$ cat src/rtl/ex_stage.sv
// Execute stage: ALU, branch/jump resolution, control pass-through and an optional
// iterative multiply/divide unit built only when EX_MULDIV_EN is defined.
module ex_stage #(
   parameter int WIDTH = 16,
   parameter int ITER  = 16
) (
   input  logic             clk_i,
   input  logic             rst_i,
   input  logic [WIDTH-1:0] ex_PC_i,
   input  logic [WIDTH-1:0] ex_data1_i,
   input  logic [WIDTH-1:0] ex_data2_i,
   input  logic [2:0]       ex_reg3_i,
   input  logic [15:0]      ex_inst_i,
   input  logic             ex_jump_i,
   input  logic             ex_immOrReg_i,
   input  logic             ex_branch_i,
   input  logic             ex_resultOrMem_i,
   input  logic             ex_memRead_i,
   input  logic             ex_memWrite_i,
   input  logic             ex_regWrite_i,
   input  logic [5:0]       stall_i,
   input  logic             flush_i,
   output logic [WIDTH-1:0] result_o,
   output logic [WIDTH-1:0] memData_o,
   output logic [2:0]       reg3_o,
   output logic             regWrite_o,
   output logic             resultOrMem_o,
   output logic             memRead_o,
   output logic             memWrite_o,
   output logic             branchTaken_o,
   output logic [WIDTH-1:0] branchTarget_o,
   output logic             stallreq_o
);
   // state | meaning
   // IDLE  | nothing in flight; launches when opcode 9/A/B is in EX
   // BUSY  | one shift-add or restoring-divide step per cycle
   // DONE  | result drives result_o until EX is released by stall_i[3]

   localparam logic [3:0] OP_ADD  = 4'h0, OP_SUB = 4'h1, OP_AND = 4'h2, OP_OR  = 4'h3,
                          OP_XOR  = 4'h4, OP_SLL = 4'h5, OP_SRL = 4'h6, OP_SRA = 4'h7,
                          OP_SLT  = 4'h8, OP_MUL = 4'h9, OP_DIVU = 4'hA, OP_REMU = 4'hB;

   logic [3:0]       opcode;
   logic [WIDTH-1:0] imm_sext, op_a, op_b, alu_res;
   logic             is_md, br_hit, md_stall, md_out_sel;
   logic [WIDTH-1:0] md_out;

   assign opcode   = ex_inst_i[15:12];
   assign imm_sext = {{(WIDTH-6){ex_inst_i[5]}}, ex_inst_i[5:0]};
   assign op_a     = ex_data1_i;
   assign op_b     = ex_immOrReg_i ? imm_sext : ex_data2_i;
   assign is_md    = (opcode == OP_MUL) || (opcode == OP_DIVU) || (opcode == OP_REMU);

   always_comb begin
      alu_res = '0;
      case (opcode)
         OP_ADD:  alu_res = op_a + op_b;
         OP_SUB:  alu_res = op_a - op_b;
         OP_AND:  alu_res = op_a & op_b;
         OP_OR:   alu_res = op_a | op_b;
         OP_XOR:  alu_res = op_a ^ op_b;
         OP_SLL:  alu_res = op_a << op_b[3:0];
         OP_SRL:  alu_res = op_a >> op_b[3:0];
         OP_SRA:  alu_res = $signed(op_a) >>> op_b[3:0];
         OP_SLT:  alu_res = {{(WIDTH-1){1'b0}}, ($signed(op_a) < $signed(op_b))};
         OP_MUL, OP_DIVU, OP_REMU: alu_res = '0;
         default: alu_res = op_a + op_b;
      endcase
   end

   // Branch compare always uses the register operand, never the immediate.
   assign br_hit        = ex_branch_i && (op_a == ex_data2_i);
   assign branchTaken_o = (ex_jump_i || br_hit) && !md_stall;

   always_comb begin
      branchTarget_o = '0;
      if (ex_jump_i)
         branchTarget_o = {ex_PC_i[WIDTH-1:12], ex_inst_i[11:0]};
      else if (ex_branch_i)
         branchTarget_o = ex_PC_i + imm_sext + WIDTH'(1);
   end

   assign result_o      = md_out_sel ? md_out : alu_res;
   assign memData_o     = ex_data2_i;
   assign reg3_o        = ex_reg3_i;
   assign regWrite_o    = ex_regWrite_i;
   assign resultOrMem_o = ex_resultOrMem_i;
   assign memRead_o     = ex_memRead_i;
   assign memWrite_o    = ex_memWrite_i;
   assign stallreq_o    = md_stall;

`ifdef EX_MULDIV_EN
   typedef enum logic [1:0] {S_IDLE = 2'd0, S_BUSY = 2'd1, S_DONE = 2'd2} md_state_t;
   localparam int CNT_W = $clog2(ITER);
   localparam logic [CNT_W-1:0] CNT_LAST = CNT_W'(ITER - 1);

   md_state_t        state;
   logic [CNT_W-1:0] cnt;
   logic [3:0]       md_op;
   logic [WIDTH-1:0] md_a, md_b, md_q, md_acc, md_res;
   logic [WIDTH:0]   div_trial;
   logic [WIDTH-1:0] mul_sum, div_rem_nxt, div_q_nxt;
   logic             div_fit;
   logic [4:0]       unused_stall;

   // md_q is the multiplier (shifting right) for MUL, dividend/quotient for divide.
   always_comb begin
      mul_sum     = md_acc + (md_q[0] ? md_a : '0);
      div_trial   = {md_acc, md_q[WIDTH-1]};
      div_fit     = (div_trial >= {1'b0, md_b});
      div_rem_nxt = div_fit ? WIDTH'(div_trial - {1'b0, md_b}) : div_trial[WIDTH-1:0];
      div_q_nxt   = {md_q[WIDTH-2:0], div_fit};
   end

   always_ff @(posedge clk_i or negedge rst_i) begin
      if (!rst_i) begin
         state  <= S_IDLE;
         cnt    <= '0;
         md_op  <= OP_ADD;
         md_a   <= '0;
         md_b   <= '0;
         md_q   <= '0;
         md_acc <= '0;
         md_res <= '0;
      end else if (flush_i) begin
         state  <= S_IDLE;
         cnt    <= '0;
         md_res <= '0;
      end else begin
         case (state)
            S_IDLE: if (is_md) begin
               state  <= S_BUSY;
               cnt    <= '0;
               md_op  <= opcode;
               md_a   <= op_a;
               md_b   <= op_b;
               md_q   <= (opcode == OP_MUL) ? op_b : op_a;
               md_acc <= '0;
            end
            S_BUSY: begin
               cnt <= cnt + CNT_W'(1);
               if (md_op == OP_MUL) begin
                  md_acc <= mul_sum;
                  md_a   <= md_a << 1;
                  md_q   <= md_q >> 1;
               end else begin
                  md_acc <= div_rem_nxt;
                  md_q   <= div_q_nxt;
               end
               if (cnt == CNT_LAST) begin
                  state  <= S_DONE;
                  md_res <= (md_op == OP_MUL)  ? mul_sum :
                            (md_op == OP_DIVU) ? div_q_nxt : div_rem_nxt;
               end
            end
            S_DONE: if (!stall_i[3]) state <= S_IDLE;
            default: state <= S_IDLE;
         endcase
      end
   end

   assign md_stall     = (state == S_BUSY) || ((state == S_IDLE) && is_md);
   assign md_out_sel   = (state == S_DONE);
   assign md_out       = md_res;
   assign unused_stall = {stall_i[5:4], stall_i[2:0]};
`else
   logic unused_md;
   assign md_stall   = 1'b0;
   assign md_out_sel = 1'b0;
   assign md_out     = '0;
   assign unused_md  = ^{clk_i, rst_i, flush_i, stall_i, is_md, 32'(ITER)};
`endif

endmodule
$ cat config.mk
export PLATFORM = sky130hd
export DESIGN_NAME = ex_stage
export DESIGN_NICKNAME = d
export VERILOG_FILES = /design/src/rtl/ex_stage.sv
export SDC_FILE = /design/constraint.sdc
export NUM_CORES = 1
export LEC_CHECK = 0
export CORE_MARGIN = 5
export CORE_UTILIZATION = 45
export DETAILED_ROUTE_END_ITERATION = 12
export PLACE_DENSITY = 0.75
export SKIP_LAST_GASP = 1
export SYNTH_ARGS = -nofsm -noshare
export SYNTH_HDL_FRONTEND = slang
export SYNTH_SLANG_ARGS = --single-unit
$ cat constraint.sdc
create_clock -name vclk -period 11.33
set_input_delay 1.133 -clock vclk [all_inputs]
set_output_delay 1.133 -clock vclk [all_outputs]
set_load 0.005 [all_outputs]
==> results of run 1 <==
layout by cell type (no fill, tap or decap), drive strengths merged, types with 12 or more instances in the layout:
cell | Yosys | final
a21o | 13 | 13
a21oi | 49 | 49
a221oi | 12 | 12
clkdlybuf4s50 | 0 | 116
ha | 64 | 64
inv | 54 | 54
mux2i | 23 | 23
mux4 | 14 | 14
nand2 | 59 | 59
nand2b | 12 | 12
nand3 | 13 | 13
nor2 | 65 | 65
nor3 | 18 | 18
o211ai | 23 | 23
o21ai | 63 | 63
xnor2 | 16 | 16
xor2 | 12 | 12
layout make-up:
type / instances / area share
timing repair buffer: 126 / 0.201
inverter: 55 / 0.0336
multi-input combinational: 612 / 0.737
tap: 140 / 0.0285
cells in the mapped netlist (8+ instances only):
cell type,instances
a211oi_1,10
nor3_1,18
xor2_1,12
nand3_1,13
o22ai_1,8
o21bai_1,8
nand2b_1,12
inv_1,52
mux2i_1,21
a221oi_1,12
clkbuf_1,44
nor2b_1,8
xnor2_1,16
a21oi_1,49
mux4_2,14
buf_4,24
ha_1,64
nand2_1,59
o211ai_1,22
o21ai_0,60
nor2_1,65
a21o_1,13
a31oi_1,10
metal layers:
layer / up-vias / share of wire
met5: - / 0
met4: 0 / 0.014
met3: 30 / 0.098
met2: 360 / 0.46
met1: 2823 / 0.42
li1: 2853 / -
metrics by stage:
step	std cells	hold slack (ns)	area [um^2]	total power, mW
detailed placement	933	2.27	6140	0.334
global placement	933	2.27	6140	0.329
global route	933	2.27	6140	0.371
finish	933	2.27	6140	0.341
floorplan	744	2.35	5100	0.211
CTS	933	2.27	6140	0.336
worst max-delay path: stages:
cell,delay (ns)
clkdlybuf4s50_1,0.79
mux2i_4,0.88
inv_2,0.50
ha_1,0.39
a211oi_1,0.43
o21ai_0,0.21
a31oi_1,0.51
o211ai_1,0.16
a21o_1,0.23
a2111oi_0,0.44
nor2_1,0.08
o21ai_1,0.13
clkdlybuf4s50_1,0.51
power groups by stage:
| stage | sequential [mW] | clock (mW) | combinational, mW |
|---|---|---|---|
| 5_1_grt | 0 | 0 | 0.371 |
| 3_3_place_gp | 0 | 0 | 0.329 |
| 4_1_cts | 0 | 0 | 0.336 |
| 2_1_floorplan | 0 | 0 | 0.211 |
| 6_report | 0 | 0 | 0.341 |
| 3_5_place_dp | 0 | 0 | 0.334 |
cells by family (layout without fill, tap and decap cells):
group                    count (synthesis)  in the layout  share of synthesized area
adder cells (fa/ha/maj)                 67             67                      0.169
other                                    1              1                   0.000735
AO/OA/AOI/OAI                          263            263                      0.347
XOR/XNOR                                28             28                     0.0480
buffers and inverters                  132            181                      0.118
AND/OR/NAND/NOR                        215            215                      0.204
multiplexers                            38             38                      0.114
final timing paths:
check | end | slack [ns] | depth (start not counted)
worst max-delay path | result_o[15] | 3.80 | 13
worst min-delay path | reg3_o[1] | 2.27 | 0
==> summary.md, run 1 <==
| Metric | Value |
|---|---|
| Via density | ~6.5 |
| Sequential Power Share | 0 |
| Area leader, netlist | ha_1 |
| Num sequential | 0 |
| Slew headroom | 0.359 |
| Mean Syn Cell Area | between 6 and 7 um^2 |
| Hold-fix buffers, CTS | 0 |
| Global Route met1 Usage | 0.388 |
| First drt pass iteration count | 6 |
| Top cells by area, synth | ha_1 16%, mux4_2 6.2%, o21ai_0 5.9% |
| Hold_sp | ex_reg3_i[1] |
| Status | completed |
| Avg WL per Cell | 20.5 um |
| Fmax | 133 MHz |
| Post-CTS Repair Setup Buffers | 0 |
| Arrival time worst endpoint | around 6.4 ns |
| Clock group share of total power | 0 |
| Pint | 0.154 mW |
| Number of port buffers | approximately 120 |
| Iter 0 DRT Violations | around 940 |
| RSZ-0062 raised after global routing | false |
| CP Class | in -> out |
| Final GP Congestion | between 0.9 and 1 |
| Core area | about 0.011 mm^2 |
| Crit-path max FO | 26 |
| Initial antenna violation count | 0 |
| Layout area overhead | 20.4% |
| Core Util, Final | 0.559 |
| Slack of the critical path | approximately 3.8 ns |
| Gr usage total | 0.273 |
| Worst slew pin tran | roughly 0.94 ns |
| Mapped cell area | 0.00510 mm^2 |
| Placement Setup Slack | slightly below 4 ns |
| Initial Util | 0.465 |
| Cell variety after synth | 73 |
| Cell row count | 38 |
| First-pass GRT wire length | 30300 um |
| Horiz. Die Dim | 117 um |
| Worst min path class | in -> out |
| Final critical-path required period | around 7.5 ns |
| Crit. Startpoint | ex_immOrReg_i |
| Vias in the first global route | between 5000 and 6000 |
| DRT Wirelength | roughly 19000 um |
| Comb power frac | 1.000 |
| Synth top area share | 0.157 |
| Met2 Use GR | 0.458 |
| CP startpoint kind | input pin |
| Filler instances | around 1100 |
| Crit. End Element | output port |
| Pwr/cell area | between 50 and 60 mW/mm^2 |
| Switching power | approximately 0.19 mW |
| Switch share | 0.549 |
| Vias | 6066 |
| Met3 usage | 0.0285 |
| Die ar. | between 0.01 and 0.015 mm^2 |
| Period utilization | 0.665 |
| Total gr overflow | 0 |
| WP data required | 10.20 ns |
| Fin nets | roughly 950 |
| Mapped Nets | just under 900 |
| Layout cells sized above 1 | 0.0492 |
| ANT cells | 0 |
| Total negative setup slack | 0 ns |
| Antenna viol nets, final | 0 |
| Multi-input gate area | ~0.0045 mm^2 |
| Busiest layer in global routing | met2 |
| Syn Inst Count | ~740 |
| Max VDD drop | 0.0000260 V |
| Max-slew violations | 0 |
| YS warnings | 0 |
| Seq. cell area | 0 um^2 |
| Sequential cell area fraction in the yosys report | 0 |
| Post-CTS Resized | 0 |
| Dpl hpwl | around 15000 um |
| Final hold violation count | 0 |
| Leakage | 2.58 nW |
| Max cap viols | 0 |
| Clkbuf count | 0 |
| Drc violations | 0 |
| I/O pins | 140 |
| Chip height | 117 um |
| Final Setup Violations | 0 |
| Largest net degree at the start of global routing | 36 |
Power figures use the tool's default switching activity.
==> run 2: changes to the inputs <==
Settings changed: PLACE_DENSITY 0.75 to 0.78.
Clock period 11.33 ns to 6.9 ns, I/O delays scaled along.
==> run 2 against run 1 <==
  * Global-route usage up 1.3 points
  * Worst hold slack worse by 0.89 ns
  * Core utilization up 0.34 points
  * Power up 67%
  * Combinational power up 67%
  * Design area up 0.61%
  * Non-clock buffer count up 5
  * Final cell count up 0.54%
  * Wire length up 4.4%
  * Sequential share of layout area unchanged
  * Critical endpoint is now result_o[0]
  * Highest routed layer unchanged
==> summary.md, run 2 (synthesized netlist as in run 1, its figures left out) <==
| Metric | Value |
|---|---|
| Avg WL per Cell | 21.2 um (+3.8%) |
| Hold depth | 0 (unchanged) |
| Clkbuf count | 0 (unchanged) |
| Max-slew violations | 0 (unchanged) |
| Crit. End Element | output port |
| Slack of the critical path | 1.10 ns (-2.70 ns) |
| Max cap viols | 0 (unchanged) |
| Fmax | around 170 MHz |
| Arrival time worst endpoint | 5.11 ns (-1.29 ns) |
| Post-DP Area | 0.00618 mm^2 (+0.61%) |
| Drc violations | 0 (unchanged) |
| Pwr/cell area | 92.3 mW/mm^2 (+66%) |
| Placement Setup Slack | 1.16 ns (-2.71 ns) |
| Iter 0 DRT Violations | 775 (-18%) |
| Dpl hpwl | 15700 um (+4.2%) |
| Cell row count | 38 (unchanged) |
| Placed cell count | 938 (+0.54%) |
| Initial antenna violation count | 0 (unchanged) |
| Final Setup Violations | 0 (unchanged) |
| Chip height | 117 um (unchanged) |
| Layout area overhead | 21.1% |
| First drt pass iteration count | 6 (unchanged) |
| Period utilization | 0.841 |
| Vias | 6252 (+3.1%) |
| Final GP Congestion | 0.965 (+0.31%) |
| Worst min path class | in -> out |
| Post-CTS Resized | 0 (unchanged) |
| Worst hold slack | 1.38 ns (-0.886 ns) |
| Core area | 0.0110 mm^2 (unchanged) |
| Num sequential | 0 (unchanged) |
| Filler instances | 1068 (-0.094%) |
| Seq. cell area | 0 um^2 (unchanged) |
| Horiz. Die Dim | 117 um (unchanged) |
| Post-Layout Inst Area | 0.00618 mm^2 (+0.61%) |
| Most frequent cells in the layout | 116 x clkdlybuf4s50_1, 65 x nor2_1, 64 x ha_1, 60 x o21ai_0, 59 x nand2_1 |
| Fin nets | 950 (+0.53%) |
| Total negative setup slack | 0 ns (unchanged) |
| Gr usage total | 0.286 (+0.0133) |
| Max VDD drop | 0.0000515 V (+98%) |
| CP Class | in -> out |
| RSZ-0062 raised after global routing | false |
| Leakage | 2.60 nW (+0.92%) |
| Crit-path max FO | 25 (-3.8%) |
| Fin cells | 938 (+0.54%) |
| Vias in the first global route | 5955 (+4.2%) |
| First-pass GRT wire length | 31500 um (+3.8%) |
| Final critical-path required period | 5.80 ns |
| Final hold violation count | 0 (unchanged) |
| Worst slew pin tran | 0.804 ns (-0.137 ns) |
| Total gr overflow | 0 (unchanged) |
| Post-CTS Repair Setup Buffers | 0 (unchanged) |
| I/O pins | 140 (unchanged) |
| Core Util, Final | 0.563 (+0.00342) |
| Slew headroom | 0.456 (+0.0973) |
| ANT cells | 0 (unchanged) |
| CP startpoint kind | input pin |
| WP data required | 6.21 ns (-3.99 ns) |
| Die ar. | 0.0136 mm^2 (unchanged) |
| Hold-fix buffers, CTS | 0 (unchanged) |
| Number of port buffers | 116 (unchanged) |
| Layout cells sized above 1 | 0.0551 (+0.00596) |
| DRT Wirelength | 19900 um (+4.4%) |
| Tot Pwr | 0.571 mW (+67%) |
| Largest net degree at the start of global routing | 35 (-2.8%) |
| Status | completed |
| Antenna viol nets, final | 0 (unchanged) |
| Via density | 6.67 (+2.5%) |
| Initial Util | 0.465 (unchanged) |
| Most common cell after layout, fill and taps aside | clkdlybuf4s50_1 |
| Multi-input gate area | 0.00453 mm^2 (unchanged) |
==> run 2: cell types whose count changed in the layout (fill, tap and decap cells not counted) <==
cell	delta
buf_4	+5
==> run 2: per-layer routing <==
metal | track usage | share of wire | routed length (um)
met5 | 0 | 0 | 0
met4 | 0.0758 | 0.033 | 662
met3 | 0.0326 | 0.11 | 2160
met2 | 0.471 | 0.46 | 9120
met1 | 0.396 | 0.40 | 7980
==> run 2: final timing paths <==
check	from	endpoint	slack, ns
max	ex_immOrReg_i	result_o[0]	1.10
min	ex_reg3_i[2]	reg3_o[2]	1.38
==> run 2: final cells by class <==
type                            count  share of cell area
Multi-Input combinational cell    612               0.732
Inverter                           55              0.0334
Tap cell                          140              0.0283
Timing Repair Buffer              131               0.206
==> run 2: report_power, final <==
part           internal (mW)  switching [mW]  total [mW]
Clock                      0               0           0
Sequential                 0               0           0
Combinational          0.256           0.314       0.571
==> run 2: critical path, stage by stage <==
cell             delay [ns]
clkdlybuf4s50_1        0.80
mux2i_4                0.30
buf_4                  0.35
inv_2                  0.09
ha_1                   0.24
fa_1                   0.46
o21bai_1               0.24
nand3_1                0.11
nand2_1                0.16
a31oi_1                0.10
o21bai_1               0.23
a221o_1                0.24
a21oi_1                0.10
or4_1                  0.53
clkdlybuf4s50_1        0.46
==> run 3: changes to the inputs <==
Clock period 6.9 ns to 4.7 ns, I/O delays scaled along.
==> run 3 against run 2 <==
  * First-iteration DRC count grew 17%
  * Sequential share of layout area is the same
  * Global-route usage grew 1.0 points
  * Die area is the same
  * Critical path type unchanged
  * Highest routed layer unchanged
==> summary.md, run 3 (synthesized netlist as in run 1, its figures left out) <==
| Metric | Value |
|---|---|
| Seq. cell area | 0 um^2 (unchanged) |
| Fmax | 215 MHz |
| Filler instances | 1016 (-4.9%) |
| Global Route met1 Usage | 0.402 (+0.00564) |
| Largest net degree at the start of global routing | 35 (unchanged) |
| Met2 Use GR | 0.473 (+0.00114) |
| Post-DP Area | 0.00656 mm^2 (+6.2%) |
| Initial antenna violation count | 0 (unchanged) |
| Total gr overflow | 0 (unchanged) |
| CP startpoint kind | input pin |
| DRT Wirelength | 20700 um (+4.1%) |
| First drt pass iteration count | 6 (unchanged) |
| First-pass GRT wire length | 32200 um (+2.4%) |
| CP peak stage delay | 0.52 ns (-0.28 ns) |
| Iter 0 DRT Violations | 906 (+17%) |
| Dpl hpwl | 16600 um (+5.9%) |
| RSZ-0062 raised after global routing | true |
| Max cap viols | 0 (unchanged) |
| Most common cell after layout, fill and taps aside | clkdlybuf4s50_1 |
| Arrival time worst endpoint | 4.19 ns (-0.92 ns) |
| Post-Layout Inst Area | 0.00660 mm^2 (+6.8%) |
| Number of port buffers | 116 (unchanged) |
| Final Setup Violations | 0 (unchanged) |
| Cell row count | 38 (unchanged) |
| Antenna viol nets, final | 0 (unchanged) |
| Pwr/cell area | 137 mW/mm^2 (+48%) |
| Status | completed |
| ANT cells | 0 (unchanged) |
| Core area | 0.0110 mm^2 (unchanged) |
| Vias in the first global route | 6203 (+4.2%) |
| Die ar. | 0.0136 mm^2 (unchanged) |
| Busiest layer in global routing | met2 |
| Vias | 6410 (+2.5%) |
| Horiz. Die Dim | 117 um (unchanged) |
| Clkbuf count | 0 (unchanged) |
| CP Class | in -> out |
| Drc violations | 0 (unchanged) |
| Final critical-path required period | 4.66 ns |
| Gr usage total | 0.296 (+0.0101) |
| Avg WL per Cell | 20.9 um (-1.4%) |
| Fin nets | 1002 (+5.5%) |
| Met3 usage | 0.0456 (+0.0130) |
| Chip height | 117 um (unchanged) |
| Most frequent cells in the layout | 116 x clkdlybuf4s50_1, 66 x buf_4, 65 x nor2_1, 63 x ha_1, 60 x o21ai_0 |
| Leakage | 2.86 nW (+9.8%) |
| Period utilization | 0.991 |
| Layout area overhead | 29.3% |
| Num sequential | 0 (unchanged) |
| Max VDD drop | 0.0000648 V (+26%) |
| Layout cells sized above 1 | 0.118 (+0.0625) |
| Final GP Congestion | 0.965 (about the same) |
| Crit. End Element | output port |
| Worst min path class | in -> out |
| WP data required | 4.23 ns (-1.98 ns) |
| Crit-path slowest cell | or4_1 |
| Slew headroom | 0.468 (+0.0112) |
| Via density | 6.47 (-2.9%) |
| Final hold violation count | 0 (unchanged) |
| Worst slew pin tran | 0.788 ns (-0.0166 ns) |
| Initial Util | 0.465 (unchanged) |
| Max-slew violations | 0 (unchanged) |
| Crit-path cells | clkdlybuf4s50_1, buf_12, mux2i_4, inv_2, ha_1, fa_1, o21bai_1, nand3_1, nand2_1, a31oi_1, o21bai_1, a221o_1, a21oi_1, or4_1, clkdlybuf4s50_1 |
| Total negative setup slack | 0 ns (unchanged) |
| I/O pins | 140 (unchanged) |
| Crit-path max FO | 7 (-72%) |
| Hold-fix buffers, CTS | 0 (unchanged) |
-- run 3: metrics by stage --
| stage | total power, mW | hold slack (ns) | util | setup WS, ns | instances |
|---|---|---|---|---|---|
| 2_1_floorplan | 0.509 | 1.02 | - | 0.519 | 744 |
| 3_3_place_gp | 0.855 | 0.940 | 0.598 | 0.142 | 987 |
| 3_5_place_dp | 0.869 | 0.940 | 0.598 | 0.0658 | 987 |
| 4_1_cts | 0.876 | 0.940 | 0.598 | 0.0562 | 987 |
| 5_1_grt | 0.976 | 0.940 | 0.601 | -0.149 | 990 |
| 6_report | 0.904 | 0.940 | 0.601 | 0.0414 | 990 |
-- run 3: worst max-delay path: cells and delay by family --
family                     cells  cell delay (ns)
buffers and inverters          4             1.17
adders and majority gates      2             0.68
AOI/OAI and AO/OA              5             0.86
and+or+nand+nor                3             0.77
muxes                          1             0.23
-- run 3: metal layers --
layer,vias to the layer above,routed length (um)
li1,2943,-
met1,3009,8600
met2,395,9160
met3,63,2060
met4,0,912
met5,-,0
-- run 3: report_power, final --
group / internal [mW] / leakage [nW] / switching (mW)
clock network: 0 / 0 / 0
logic: 0.425 / 2.86 / 0.479
registers: 0 / 0 / 0
-- run 3: what timing repair did --
| action | 4_1_cts | 5_1_grt |
|---|---|---|
| gates resized for setup | 0 | 6 |
| setup buffers | 0 | 3 |
| endpoints found under the setup margin | 0 | 5 |
-- run 3: final timing paths --
| kind | startpoint | endpoint | slack, ns | depth (start not counted) |
|---|---|---|---|---|
| worst max-delay path | ex_immOrReg_i | result_o[0] | 0.04 | 15 |
| worst min-delay path | ex_reg3_i[2] | reg3_o[2] | 0.94 | 0 |
-- run 3: final cells by class --
cell class,count,area (um^2),share of cell area
Inverter,55,206,0.0313
Multi-Input combinational cell,612,4540,0.688
Tap cell,140,175,0.0265
Timing Repair Buffer,183,1680,0.254
